File: src/rtl/bcd_conv_scheduler_pkg.sv
// Shared types and constants for the BCD converter scheduler.
package bcd_conv_scheduler_pkg;

   localparam int DATA_W       = 7;
   localparam int DIGIT_W      = 4;
   localparam int DEF_N_REQ    = 4;
   localparam int DEF_CONV_LAT = 1;

   // Largest legal single BCD digit; anything above marks a 3-digit value.
   localparam logic [DIGIT_W-1:0] BCD_MAX = 4'd9;

   typedef enum logic [1:0] {
      ST_IDLE = 2'd0,
      ST_WAIT = 2'd1,
      ST_CAPT = 2'd2
   } state_t;

endpackage

File: src/rtl/bcd_conv_scheduler_if.sv
// Bus between the scheduler and its surroundings: the requesters and the
// shared binary-to-BCD converter. The master side is that surrounding logic.
interface bcd_conv_scheduler_if
   import bcd_conv_scheduler_pkg::*;
#(
   parameter int N_REQ = DEF_N_REQ
) ();

   logic [N_REQ-1:0]        req;
   logic [DATA_W*N_REQ-1:0] req_data;
   logic [DATA_W-1:0]       conv_hexa;
   logic [DIGIT_W-1:0]      conv_tens;
   logic [DIGIT_W-1:0]      conv_units;
   logic [N_REQ-1:0]        done;
   logic [DIGIT_W-1:0]      res_tens;
   logic [DIGIT_W-1:0]      res_units;
   logic                    res_ovf;
   logic                    busy;

   modport master (
      output req, req_data, conv_tens, conv_units,
      input  conv_hexa, done, res_tens, res_units, res_ovf, busy
   );

   modport slave (
      input  req, req_data, conv_tens, conv_units,
      output conv_hexa, done, res_tens, res_units, res_ovf, busy
   );

endinterface

File: src/rtl/bcd_conv_scheduler_rr_arbiter.sv
// Combinational round-robin pick: first set request after last_grant,
// wrapping around. Reusable for any shared display resource.
module rr_arbiter #(
   parameter  int N_REQ = 4,
   localparam int IDX_W = (N_REQ > 1) ? $clog2(N_REQ) : 1
) (
   input  logic [N_REQ-1:0] req,
   input  logic [IDX_W-1:0] last_grant,
   output logic [IDX_W-1:0] winner,
   output logic             valid
);

   logic [IDX_W-1:0] idx;

   // Scan from last_grant+1 upward; the first hit wins.
   always_comb begin
      winner = '0;
      valid  = 1'b0;
      idx    = '0;
      for (int i = 1; i <= N_REQ; i++) begin
         idx = IDX_W'((int'(last_grant) + i) % N_REQ);
         if (!valid && req[idx]) begin
            winner = idx;
            valid  = 1'b1;
         end
      end
   end

endmodule

File: src/rtl/bcd_conv_scheduler.sv
// Time-shares one registered binary-to-BCD converter between N_REQ
// requesters, returning captured digits with a one-cycle done pulse.
//
// state   | meaning
// --------+-----------------------------------------------------------
// ST_IDLE | no conversion in flight; grant the next requester, if any
// ST_WAIT | converter input driven, counting out its latency
// ST_CAPT | converter digits valid; capture them and pulse done
module bcd_conv_scheduler
   import bcd_conv_scheduler_pkg::*;
#(
   parameter int N_REQ    = DEF_N_REQ,
   parameter int CONV_LAT = DEF_CONV_LAT
) (
   input logic                  clk,
   input logic                  reset,
   bcd_conv_scheduler_if.slave  bus
);

   localparam int IDX_W = (N_REQ > 1) ? $clog2(N_REQ) : 1;
   localparam int CNT_W = (CONV_LAT > 1) ? $clog2(CONV_LAT) : 1;
   localparam logic [CNT_W-1:0] CNT_LAST = CNT_W'(CONV_LAT - 1);

   state_t             state, state_nxt;
   logic [IDX_W-1:0]   gnt_idx, last_grant, winner;
   logic               win_valid;
   logic [CNT_W-1:0]   cnt;
   logic [N_REQ-1:0]   eff_req;
   logic [N_REQ-1:0]   done_q;
   logic [DATA_W-1:0]  hexa_q;
   logic [DIGIT_W-1:0] tens_q, units_q;
   logic               ovf_q;
   logic [DATA_W-1:0]  slot [N_REQ];

   for (genvar g = 0; g < N_REQ; g++) begin : g_slot
      assign slot[g] = bus.req_data[g*DATA_W +: DATA_W];
   end

   // A requester is not re-granted in the very cycle its done is showing.
   assign eff_req = bus.req & ~done_q;

   rr_arbiter #(.N_REQ(N_REQ)) u_arb (
      .req        (eff_req),
      .last_grant (last_grant),
      .winner     (winner),
      .valid      (win_valid)
   );

   // State register.
   always_ff @(posedge clk or negedge reset) begin
      if (!reset) state <= ST_IDLE;
      else        state <= state_nxt;
   end

   // Next-state decode and busy flag.
   always_comb begin
      state_nxt = state;
      bus.busy  = 1'b0;
      case (state)
         ST_IDLE: if (win_valid) state_nxt = ST_WAIT;
         ST_WAIT: begin
            bus.busy = 1'b1;
            if (cnt == CNT_LAST) state_nxt = ST_CAPT;
         end
         ST_CAPT: begin
            bus.busy  = 1'b1;
            state_nxt = ST_IDLE;
         end
         default: state_nxt = ST_IDLE;
      endcase
   end

   // Grant bookkeeping, latency counter and result capture.
   always_ff @(posedge clk or negedge reset) begin
      if (!reset) begin
         gnt_idx    <= '0;
         last_grant <= IDX_W'(N_REQ - 1);
         cnt        <= '0;
         hexa_q     <= '0;
         done_q     <= '0;
         tens_q     <= '0;
         units_q    <= '0;
         ovf_q      <= 1'b0;
      end else begin
         done_q <= '0;
         case (state)
            ST_IDLE: begin
               if (win_valid) begin
                  gnt_idx    <= winner;
                  last_grant <= winner;
                  hexa_q     <= slot[winner];
                  cnt        <= '0;
               end
            end
            ST_WAIT: cnt <= cnt + 1'b1;
            ST_CAPT: begin
               tens_q  <= bus.conv_tens;
               units_q <= bus.conv_units;
               ovf_q   <= (bus.conv_tens > BCD_MAX);
               done_q  <= N_REQ'(1) << gnt_idx;
            end
            default: ;
         endcase
      end
   end

   assign bus.conv_hexa = hexa_q;
   assign bus.done      = done_q;
   assign bus.res_tens  = tens_q;
   assign bus.res_units = units_q;
   assign bus.res_ovf   = ovf_q;

endmodule
File: src/flat_wrapper.sv
// flat-port wrapper written by rule: the top's interface ports become plain ports
module bcd_conv_scheduler_flat import bcd_conv_scheduler_pkg::*;
#(
   parameter int N_REQ    = DEF_N_REQ,
   parameter int CONV_LAT = DEF_CONV_LAT
)
  (clk, reset, bus_req, bus_req_data, bus_conv_tens, bus_conv_units, bus_conv_hexa, bus_done, bus_res_tens, bus_res_units, bus_res_ovf, bus_busy);
  bcd_conv_scheduler_if #(.N_REQ(N_REQ)) bus_i ();
  input logic clk;
  input logic reset;
  input wire logic [$bits(bus_i.req)-1:0] bus_req;
  input wire logic [$bits(bus_i.req_data)-1:0] bus_req_data;
  input wire logic [$bits(bus_i.conv_tens)-1:0] bus_conv_tens;
  input wire logic [$bits(bus_i.conv_units)-1:0] bus_conv_units;
  output wire logic [$bits(bus_i.conv_hexa)-1:0] bus_conv_hexa;
  output wire logic [$bits(bus_i.done)-1:0] bus_done;
  output wire logic [$bits(bus_i.res_tens)-1:0] bus_res_tens;
  output wire logic [$bits(bus_i.res_units)-1:0] bus_res_units;
  output wire logic [$bits(bus_i.res_ovf)-1:0] bus_res_ovf;
  output wire logic [$bits(bus_i.busy)-1:0] bus_busy;
  assign bus_i.req = bus_req;
  assign bus_i.req_data = bus_req_data;
  assign bus_i.conv_tens = bus_conv_tens;
  assign bus_i.conv_units = bus_conv_units;
  assign bus_conv_hexa = bus_i.conv_hexa;
  assign bus_done = bus_i.done;
  assign bus_res_tens = bus_i.res_tens;
  assign bus_res_units = bus_i.res_units;
  assign bus_res_ovf = bus_i.res_ovf;
  assign bus_busy = bus_i.busy;
  bcd_conv_scheduler #(.N_REQ(N_REQ), .CONV_LAT(CONV_LAT)) u_core (.clk(clk), .reset(reset), .bus(bus_i));
endmodule
File: config.mk
export PLATFORM = sky130hd
export DESIGN_NAME = bcd_conv_scheduler_flat
export DESIGN_NICKNAME = d
export VERILOG_FILES = /design/src/rtl/bcd_conv_scheduler_pkg.sv /design/src/rtl/bcd_conv_scheduler_if.sv /design/src/rtl/bcd_conv_scheduler_rr_arbiter.sv /design/src/rtl/bcd_conv_scheduler.sv /design/src/flat_wrapper.sv
export SDC_FILE = /design/constraint.sdc
export NUM_CORES = 1
export LEC_CHECK = 0
export CORE_ASPECT_RATIO = 0.8
export CORE_UTILIZATION = 40
export CTS_CLUSTER_DIAMETER = 30
export CTS_CLUSTER_SIZE = 16
export DETAILED_ROUTE_END_ITERATION = 8
export PLACE_DENSITY = 0.81
export SYNTH_ARGS = -nofsm -noshare
export SYNTH_HDL_FRONTEND = slang
export SYNTH_HIERARCHICAL = 1
export SYNTH_SLANG_ARGS = --single-unit
File: constraint.sdc
create_clock -name clk -period 2 [get_ports clk]
set_input_delay 0.4 -clock clk [delete_from_list [all_inputs] [get_ports clk]]
set_output_delay 0.4 -clock clk [all_outputs]
set_load 0.02 [all_outputs]
# Word-level counts from Yosys, hierarchy flattened
# Cells that the tools add are included.
[classes] n_shift=1 add_sub_neg=5 n_eq_ne=4 muxes=26 reduce_logical=12 order_cmp=6 n_bitwise=3
[op_table] operator="$bmux 7 s2" count=1
[op_table] operator="$mux 7" count=2
[op_table] operator="$lt 2x3->1 const B" count=4
[op_table] operator="$mux 2" count=6
[op_table] operator="$mux 1" count=10
[op_table] operator="$bmux 1 s2" count=4
[op_table] operator="$reduce_and 2->1" count=3
[op_table] operator="$add 2x1->2 const B" count=2
[op_table] operator="$add 2x2->2 const B" count=2
[op_table] operator="$and 4x4->4" count=1
[op_table] operator="$gt 4x4->1 const B" count=1
[op_table] operator="$mux 4" count=1
[op_table] operator="$ne 2x2->1 const B" count=2
[op_table] operator="$not 4->4" count=1
[op_table] operator="$pmux 2 s2" count=1
[op_table] operator="$shl 1x2->4 const A" count=1
[op_table] operator="$ge 3x3->1 const B" count=1
[op_table] operator="$logic_and 1x1->1" count=3
[op_table] operator="$logic_not 1->1" count=3
[op_table] operator="$not 2->3" count=1
[op_table] operator="$eq 2x1->1 const B" count=1
[op_table] operator="$eq 2x2->1 const B" count=1
[op_table] operator="$logic_not 2->1" count=1
[op_table] operator="$pmux 1 s2" count=1
[op_table] operator="3 further kinds" count=3
[totals] wordCells=66 ff_bits=27 out_inout_bits=21 inputBits=42

# Logic depth before layout (Yosys ltp)
# Gate-level depths: netlist of run 1.
[depth] word_depth=18 mapped_depth=8 depth_no_buf=6

# Modules after synthesis
# Netlist of run 1, hierarchy kept.
[modules_own_cells] module="bcd_conv_scheduler" cells_each=107 area_per_inst_um2=1275.0 instances=1 seq_area_each_um2=678.2
[modules_own_cells] module="rr_arbiter" cells_each=14 area_per_inst_um2=91.3 instances=1 seq_area_each_um2=0.0

# Least setup slack after synthesis of run 1
# OpenSTA, ideal clock, no wires.
[synth_path] path_kind="register to register" from="register u_core.done_q[3] (netlist: u_core/bus.done[3])" to="register u_core.hexa_q[0] (netlist: u_core/bus.conv_hexa[0])" required_ps=1859 period_less_slack_ps=1812 path_stages_with_launch=9 path_slack_ps=188 t_arrival_ps=1671 cell_sequence="dfrtp_1 > nor2b_1 > and2b_1 > a21oi_2 > o221ai_2 > buf_4 > buf_4 > mux2i_1 > o221ai_1"
[synth_via] elab_chain_len=18 word_cells_on_any_way=29
[synth_rtl] item="start: declaration" line="bcd_conv_scheduler.sv:29" text="logic [N_REQ-1:0] done_q;"
[synth_rtl] item="start signal: assignment" line="bcd_conv_scheduler.sv:100" text="done_q <= N_REQ'(1) << gnt_idx;"
[synth_rtl] item="$not 4->4 (*)" line="bcd_conv_scheduler.sv:40" text="assign eff_req = bus.req & ~done_q;"
[synth_rtl] item="$and 4x4->4 (*)" line="bcd_conv_scheduler.sv:40"
[synth_rtl] item="net u_core.eff_req[3]" line="bcd_conv_scheduler.sv:28" text="logic [N_REQ-1:0] eff_req;"
[synth_rtl] item="$bmux 1 s2" line="bcd_conv_scheduler_rr_arbiter.sv:22" text="if (!valid && req[idx]) begin"
[synth_rtl] item="$mux 1 (not written as such)" line="bcd_conv_scheduler_rr_arbiter.sv:22"
[synth_rtl] item="$mux 1" line="bcd_conv_scheduler_rr_arbiter.sv:22"
[synth_rtl] item="$logic_not 1->1" line="bcd_conv_scheduler_rr_arbiter.sv:22"
[synth_rtl] item="$logic_and 1x1->1" line="bcd_conv_scheduler_rr_arbiter.sv:22"
[synth_rtl] item="[... 3 more ...]"
[synth_rtl] item="$mux 1" line="bcd_conv_scheduler_rr_arbiter.sv:22"
[synth_rtl] item="$logic_not 1->1" line="bcd_conv_scheduler_rr_arbiter.sv:22"
[synth_rtl] item="$logic_and 1x1->1" line="bcd_conv_scheduler_rr_arbiter.sv:22"
[synth_rtl] item="$mux 2 (*)" line="bcd_conv_scheduler_rr_arbiter.sv:22"
[synth_rtl] item="net u_core.winner[0]" line="bcd_conv_scheduler.sv:25" text="logic [IDX_W-1:0] gnt_idx, last_grant, winner;"
[synth_rtl] item="$not 2->3 (not written as such) (*)" line="bcd_conv_scheduler.sv:91" text="hexa_q <= slot[winner];"
[synth_rtl] item="$bmux 7 s2 (*)" line="bcd_conv_scheduler.sv:91"
[synth_rtl] item="$mux 7 (not written as such) (*) (2 in a row)" line="bcd_conv_scheduler.sv:91"
[synth_rtl] item="end signal: assignment" line="bcd_conv_scheduler.sv:91"
[synth_rtl] item="end: declaration" line="bcd_conv_scheduler.sv:30" text="logic [DATA_W-1:0] hexa_q;"
# The timed path passes the listed nets; every way through them passes the cells marked *. The select of a mux whose other input is x is not followed.
# A chain may end at the register's enable or synchronous reset.

# Worst setup path after layout of run 1
[layout_path] from="input bus_req[3]" to="register u_core.hexa_q[6] (netlist: u_core/bus.conv_hexa[6])"
[layout_via] elab_chain_len=17 word_cells_on_any_way=28
[layout_rtl] item="start: declaration" line="flat_wrapper.sv:11" text="input wire logic [$bits(bus_i.req)-1:0] bus_req;"
[layout_rtl] item="$and 4x4->4 (*)" line="bcd_conv_scheduler.sv:40"
[layout_rtl] item="net u_core.eff_req[3]" line="bcd_conv_scheduler.sv:28"
[layout_rtl] item="$bmux 1 s2" line="bcd_conv_scheduler_rr_arbiter.sv:22"
[layout_rtl] item="$mux 1 (not written as such)" line="bcd_conv_scheduler_rr_arbiter.sv:22"
[layout_rtl] item="$mux 1" line="bcd_conv_scheduler_rr_arbiter.sv:22"
[layout_rtl] item="$logic_not 1->1" line="bcd_conv_scheduler_rr_arbiter.sv:22"
[layout_rtl] item="$logic_and 1x1->1" line="bcd_conv_scheduler_rr_arbiter.sv:22"
[layout_rtl] item="$mux 1" line="bcd_conv_scheduler_rr_arbiter.sv:22"
[layout_rtl] item="[... 2 more ...]"
[layout_rtl] item="$mux 1" line="bcd_conv_scheduler_rr_arbiter.sv:22"
[layout_rtl] item="$logic_not 1->1" line="bcd_conv_scheduler_rr_arbiter.sv:22"
[layout_rtl] item="$logic_and 1x1->1" line="bcd_conv_scheduler_rr_arbiter.sv:22"
[layout_rtl] item="$mux 2 (*)" line="bcd_conv_scheduler_rr_arbiter.sv:22"
[layout_rtl] item="net u_core.winner[0]" line="bcd_conv_scheduler.sv:25"
[layout_rtl] item="$not 2->3 (not written as such) (*)" line="bcd_conv_scheduler.sv:91"
[layout_rtl] item="$bmux 7 s2 (*)" line="bcd_conv_scheduler.sv:91"
[layout_rtl] item="$mux 7 (not written as such) (*) (2 in a row)" line="bcd_conv_scheduler.sv:91"
# Marks and branches as above.

==> results of run 1 <==
[kinds of logic after synthesis]
family                     Yosys count
DFF                                 27
AOI/OAI and AO/OA                   21
buffers and inverters                9
and+or+nand+nor                     37
adders and majority gates            4
muxes                               23
[cell type report]
type	count	share of cell area [%]
flip-flops and latches	27	31.4
clock buffers	3	1.91
inverters	4	0.695
clock inverters	1	0.348
well taps	40	2.32
repair buffers	70	32.9
multi-input cells	85	30.5
[sequential cells by signal (all words and copies together), names as in the netlist]
| name | flops |
|---|---|
| u_core/bus.conv_hexa | 7 |
| u_core/bus.done | 4 |
| u_core/bus.res_tens | 4 |
| u_core/bus.res_units | 4 |
| u_core/gnt_idx | 2 |
| u_core/last_grant | 2 |
| u_core/state | 2 |
| u_core/bus.res_ovf | 1 |
| u_core/cnt | 1 |
[synthesized netlist by cell type (all sizes together)]
| cell | instances |
|---|---|
| dfrtp | 25 |
| nand2 | 16 |
| mux2i | 15 |
| mux2 | 8 |
| o221ai | 8 |
| a21oi | 6 |
| buf | 5 |
| nand2b | 5 |
| ha | 4 |
| inv | 4 |
| nor2 | 4 |
| nor2b | 4 |
| a21o | 2 |
| and3 | 2 |
| dfstp | 2 |
| nand3 | 2 |
| o21ai | 2 |
| a31o | 1 |
| a31oi | 1 |
| and2b | 1 |
| and3b | 1 |
| nor3b | 1 |
| o211ai | 1 |
| or2 | 1 |
[path summary, 6_finish.rpt]
kind                                           end                     from  slack (ns)
min in group clk           u_core/bus.res_units[0]  u_core/bus.res_units[0]        0.49
hold / removal             u_core/bus.conv_hexa[0]                    reset        0.49
max in group asynchronous     u_core/last_grant[0]                    reset        1.21
setup / recovery           u_core/bus.conv_hexa[6]               bus_req[3]        0.10
setup reg to reg           u_core/bus.conv_hexa[6]     u_core/last_grant[1]        0.25
hold reg to reg            u_core/bus.res_units[0]  u_core/bus.res_units[0]        0.49
[layer usage]
layer / vias to the layer above / wire, µm
met3: 2 / 110
li1: 568 / -
met4: 0 / 27
met1: 563 / 1460
met5: - / 0
met2: 25 / 1900
[through the flow]
step | setup TNS (ns) | utilization [%] | hold WS (ns)
after floorplan | 0 | - | 0.104
after global placement | -0.862 | 65.1 | 0.466
after detailed placement | -1.97 | 65.1 | 0.477
after CTS | 0 | 66.5 | 0.498
after global routing | -0.0160 | 68.0 | 0.516
final | 0 | 68.0 | 0.490
[layout by cell type, fill, tap and decap left out, types with 3 or more instances in the layout]
| master | synthesis | final |
|---|---|---|
| mux2i_1 | 15 | 15 |
| buf_4 | 2 | 6 |
| nor2b_2 | 0 | 4 |
| mux2_1 | 8 | 8 |
| inv_1 | 4 | 4 |
| nand2_1 | 15 | 15 |
| dfrtp_1 | 25 | 25 |
| a21oi_1 | 5 | 5 |
| o221ai_1 | 7 | 7 |
| ha_1 | 4 | 4 |
| nor2_1 | 4 | 4 |
| clkbuf_8 | 0 | 3 |
| nand2b_1 | 4 | 4 |
| clkdlybuf4s50_1 | 0 | 61 |
[timing repair]
action,4_1_cts,5_1_grt
pin swaps,0,2
gates resized for setup,1,5
endpoints found under the setup margin,1,5
gates cloned,0,1
[where the power goes]
part           internal (mW)  total (mW)  switching [mW]
clock                  0.141       0.306           0.165
combinational          0.898        1.76           0.864
sequential             0.815       0.989           0.174
==> reports/qor.csv, run 1 <==
stage;metric;value;unit
sta;hold_violations;0;
placed_design;dpl-instance-area;2070;µm²
die;rows;18;
clocking;cts_setup_buffers;0;
yosys;syn_nets;167;
die;die_w;67.3;µm
global_routing;grt_max_degree;28;
route;vias;1158;
global_routing;top_usage_layer;met2;
route;drt-total-wl;3.50;mm
yosys;avgSynthCellArea;11.3;µm²
sta;setup_viol;0;
cells_and_area;fin_nets;237;
min_path;hp-class;input pin to asynchronous set/reset pin;
placed_design;numPortBuffers;62;
setup_path;arrival;2.03;ns
power_and_ir_drop;ir_drop;0.000937;V
route;wl_per_cell;15.2;µm
yosys;netlist_instances;121;
die;die_area;3660;µm²
global_routing;use_met3;4.38;%
route;vias_per_cell;5.03;
sta;fin_crit;1.90;ns
clocking;ctsHoldBuffers;0;
sta;slew_violations;0;
sta;maxSlewHeadroom;63.2;%
yosys;synth_xor_area_share;0;%
route;dr.pass1.iters;4;
route;antenna_left;0;
setup_path;cp-end-kind;register;
setup_path;crit_required;2.13;ns
placed_design;dp.cells;225;
sta;layout_setup_ws;0.101;ns
clocking;clk_pin_slew;0.09;ns
clocking;cts_tree;yes;
yosys;synth_area_leader_cell;dfrtp_1;
cells_and_area;antenna_cells;0;
clocking;cts_sinks;27;
setup_path;crit_path_top_delay_cell;clkdlybuf4s50_1;
setup_path;reg2regPathDepth;5;
global_routing;met2_usage;35.3;%
global_routing;antenna_found_initial;0;
power_and_ir_drop;powerDensity;1420;nW/µm²
yosys;synth_top_family_by_area;multiplexers;
yosys;synth_top_area_share;45.8;%
yosys;synth_compound_area_share;11.5;%
yosys;synth_warnings;6;
yosys;synthAdderAreaFrac;3.66;%
setup_path;crit_type;input pin to register;
die;die_h;54.3;µm
setup_path;crit_path_start_kind;input pin;
sta;fmax;527;MHz
setup_path;critical_path_depth;8;
cells_and_area;fin_area;2160;µm²
yosys;synth_mux_area_share;17.6;%
yosys;yosys-top-cells-area;dfrtp_1 46%, mux2i_1 11%, mux2_1 6.6%;
setup_path;max_stage_delay;0.39;ns
route;drt-initial-drc-count;37;
die;ios;63;
global_routing;grt-ovfl-total;0;
global_routing;grt_pass1_wl;5.22;mm
yosys;ys_ff_latch;27;
yosys;synth-seq-area-share;49.6;%
clocking;clkLatencyLatePin;0.27;ns
clocking;clockRootBuffer;clkbuf_8;
clocking;h-tree-depth;1;
yosys;yosys.area_share.simple;13.8;%
global_routing;grt_pass1_vias;1129;
yosys;ys_types;30;
clocking;numCtsBuffers;3;
placed_design;dp_hpwl;2.73;mm
cells_and_area;multi_input_area;658;µm²
sta;skew;0.00726;ns
placed_design;post-place-ws;-0.283;ns
cells_and_area;area_delta_synth_final;58.1;%
setup_path;cpMostUsedCell;mux2i_1;
global_routing;grt_use_total;19.8;%
setup_path;path_cells;clkdlybuf4s50_1 > nor2b_2 > buf_4 > mux2i_1 > o221ai_4 > buf_12 > mux2i_1 > o221ai_1;
die;initial_core_util;43.0;%
die;fp.coreArea;3180;µm²
cells_and_area;nFillCells;233;
power_and_ir_drop;power;3.06;mW
sta;fin_crit_sh;94.9;%
power_and_ir_drop;power.leakage;0.966;nW
job;maxCapViolCount;0;
setup_path;critPathBufInv;3;
cells_and_area;drive_gt1_share;11.6;%
sta;worstMarginPinSlew;0.552;ns
clocking;clock_tree.buffer_depth;2;
route;drc;0;
cells_and_area;final-seq-area;678;µm²
cells_and_area;fin_cells;230;
placed_design;gp_congestion;0.717;
setup_path;cp_max_fo;8;
setup_path;crit_family;buffers and inverters;
outcome;outcome;finished clean;
yosys;syn-cell-area;1370;µm²
global_routing;grt.met1_usage;24.9;%
Note: power is estimated with default switching activity, not from simulation.
==> run 2: changes to the inputs <==
--- a/config.mk
+++ b/config.mk
@@ -11,6 +11,8 @@
 export CTS_CLUSTER_SIZE = 16
 export DETAILED_ROUTE_END_ITERATION = 8
 export PLACE_DENSITY = 0.81
+export REMOVE_ABC_BUFFERS = 1
+export SKIP_CTS_REPAIR_TIMING = 1
 export SYNTH_ARGS = -nofsm -noshare
 export SYNTH_HDL_FRONTEND = slang
 export SYNTH_HIERARCHICAL = 1
==> run 2 against run 1 <==
Net effect:
- critical path depth stayed put
- setup slack worse by 0.0025 ns
- sequential power is 0.6% lower
- sequential share of layout area is 0.41 points higher
- register-to-register slack better by 0.06 ns
- flip-flop and latch count stayed put
- cell count is 0.43% higher
- non-clock buffer count is 1 higher
- count of clock-buffer cells in the layout stayed put
- maximum frequency is 0.13% lower
- final area is 1.3% lower
- global-route usage is 0.48 points lower
==> reports/qor.csv, run 2 (same netlist as run 1, synthesis figures left out) <==
stage;metric;value;unit;change
die;ios;63;;unchanged
clocking;clkLatencyLatePin;0.26;ns;about the same
clocking;cts_tree;yes;;
placed_design;dp_hpwl;2.76;mm;+1.1%
clocking;clk_pin_slew;0.08;ns;about the same
min_path;hp-class;register to register;;
setup_path;path_cells;clkdlybuf4s50_1 > nor2b_1 > buf_4 > a21oi_2 > o221ai_2 > buf_12 > mux2i_1 > o221ai_1;;
placed_design;gp_congestion;0.768;;+7.1%
setup_path;crit_required;2.13;ns;about the same
cells_and_area;antenna_cells;0;;unchanged
cells_and_area;area_delta_synth_final;56.0;%;
min_path;worstHoldStart;u_core/bus.res_units[0];;
power_and_ir_drop;internal_power;1.82;mW;-1.8%
cells_and_area;final_cell_mix;61 x clkdlybuf4s50_1, 25 x dfrtp_1, 15 x nand2_1, 15 x mux2i_1;;
setup_path;r2r_start;u_core/last_grant[1];;
cells_and_area;final_util;67.1;%;-0.87 points
route;vias;1177;;+1.6%
cells_and_area;final-seq-area;678;µm²;unchanged
clocking;cts_sinks;27;;unchanged
route;drt-initial-drc-count;35;;-5.4%
setup_path;crit_family;buffers and inverters;;
clocking;numCtsBuffers;3;;unchanged
global_routing;grt_max_degree;28;;unchanged
clocking;clock_tree.buffer_depth;2;;unchanged
global_routing;grt-ovfl-total;0;;unchanged
setup_path;cp_max_fo;15;;+7
sta;hold_ws;0.491;ns;+0.00177 ns
sta;tns;0;ns;unchanged
die;initial_core_util;43.0;%;unchanged
global_routing;grt_use_total;19.4;%;-0.48 points
power_and_ir_drop;combPwrFrac;57.3;%;-0.3 points
sta;layout_setup_ws;0.0986;ns;-0.00247 ns
placed_design;numPortBuffers;62;;unchanged
sta;setup_viol;0;;unchanged
sta;worstMarginPinSlew;0.542;ns;-0.0105 ns
setup_path;r2r-end;u_core/bus.conv_hexa[3];;
job;maxCapViolCount;0;;unchanged
sta;rsz0062_at_grt;false;;
cells_and_area;fin_nets;238;;+0.42%
power_and_ir_drop;switching_power;1.17;mW;-3.0%
die;die_h;54.3;µm;unchanged
sta;maxSlewHeadroom;63.9;%;+0.70 points
clocking;clockRootBuffer;clkbuf_8;;
setup_path;r2r_slack;0.31;ns;+0.06 ns
setup_path;max_stage_delay;0.46;ns;+0.07 ns
cells_and_area;nFillCells;246;;+5.6%
power_and_ir_drop;power.leakage;0.969;nW;+0.36%
die;fp.coreArea;3180;µm²;unchanged
die;rows;18;;unchanged
setup_path;crit_path_start_kind;input pin;;
setup_path;crit_type;input pin to register;;
outcome;outcome;finished clean;;
min_path;min_path_cells;1;;
cells_and_area;layout_commonest_cell;clkdlybuf4s50_1;;
die;die_w;67.3;µm;unchanged
placed_design;dp.cells;227;;+0.89%
sta;slew_violations;0;;unchanged
cells_and_area;largest_reg_flops;7;;unchanged
placed_design;post-place-ws;-0.233;ns;+0.0504 ns
clocking;h-tree-depth;1;;unchanged
global_routing;antenna_found_initial;0;;unchanged
sta;skew;0.00161;ns;-0.00566 ns
power_and_ir_drop;seqPwrFrac;32.9;%;+0.5 points
placed_design;dpl-instance-area;2080;µm²;+0.73%
sta;fmax;526;MHz;-0.13%
route;wl_per_cell;15.0;µm;-1.6%
setup_path;critPathBufInv;3;;unchanged
die;die_area;3660;µm²;unchanged
cells_and_area;fin_cells;231;;+0.43%
setup_path;crit_path_top_delay_cell;clkdlybuf4s50_1;;
route;dr.pass1.iters;5;;+1
global_routing;grt_pass1_wl;5.11;mm;-2.1%
sta;fin_crit;1.90;ns;+0.00247 ns
sta;hold_violations;0;;unchanged
route;vias_per_cell;5.10;;+1.2%
setup_path;reg2regPathDepth;6;;+1
route;antenna_left;0;;unchanged
sta;fin_crit_sh;95.1;%;+0.12 points
cells_and_area;multi_input_area;639;µm²;-2.9%
cells_and_area;drive_gt1_share;10.5;%;-1.1 points
power_and_ir_drop;powerDensity;1400;nW/µm²;-1.0%
setup_path;arrival;2.03;ns;about the same
route;drt-total-wl;3.46;mm;-1.2%
min_path;whs_endpoint;u_core/bus.res_units[0];;
power_and_ir_drop;swShare;39.1;%;-0.29 points
power_and_ir_drop;pwr-share-clk;9.8;%;-0.2 points
power_and_ir_drop;ir_drop;0.000904;V;-3.6%
setup_path;cp-end-kind;register;;
route;drc;0;;unchanged
cells_and_area;fin_area;2130;µm²;-1.3%
global_routing;grt_pass1_vias;1153;;+2.1%
power_and_ir_drop;power;2.99;mW;-2.3%
run 2: power groups by stage:
stage	Sequential, mW	Combinational (mW)	Clock [mW]
final	0.983	1.71	0.292
after global placement	0.976	1.65	0
after global routing	1.02	1.84	0.328
after floorplan	1.18	0.751	0
after detailed placement	0.994	1.71	0
after CTS	0.985	1.73	0.306
run 2: how the worst max path moves through the flow:
| stage | startpoint | to | slack, ns | cells past startpoint |
|---|---|---|---|---|
| 2_1_floorplan | u_core/bus.done[3] | u_core/bus.conv_hexa[0] | -0.03 | 6 |
| 3_3_place_gp | bus_req[3] | u_core/bus.conv_hexa[0] | -0.12 | 8 |
| 3_5_place_dp | bus_req[3] | u_core/bus.conv_hexa[4] | -0.23 | 8 |
| 4_1_cts | u_core/state[0] | bus_busy | -0.05 | 3 |
| 5_1_grt | bus_req[1] | u_core/bus.conv_hexa[2] | 0.0009 | 8 |
| 6_report | bus_req[1] | u_core/bus.conv_hexa[3] | 0.1 | 8 |
run 2: final cells by class:
cell class                      count  share of cell area (%)
Clock buffer                        3                    1.94
Sequential cell                    27                    31.8
Timing Repair Buffer               71                    33.0
Multi-Input combinational cell     85                    30.0
Inverter                            4                   0.704
Tap cell                           40                    2.35
Clock inverter                      1                   0.235
run 2: worst register-to-register path, delay by kind of cell (launching register included):
kind                   cells  cell delay (ns)
AO/OA/AOI/OAI              3             0.41
buffers and inverters      1             0.20
flip-flops                 1             0.59
multiplexers               1             0.22
AND/OR/NAND/NOR            1             0.14
run 2: layer usage:
metal	global-route usage, %	vias up	share of wire (%)
li1	-	573	-
met1	24.1	589	44
met2	36.0	13	54
met3	2.50	2	1.6
met4	4.26	0	0.55
met5	0	-	0
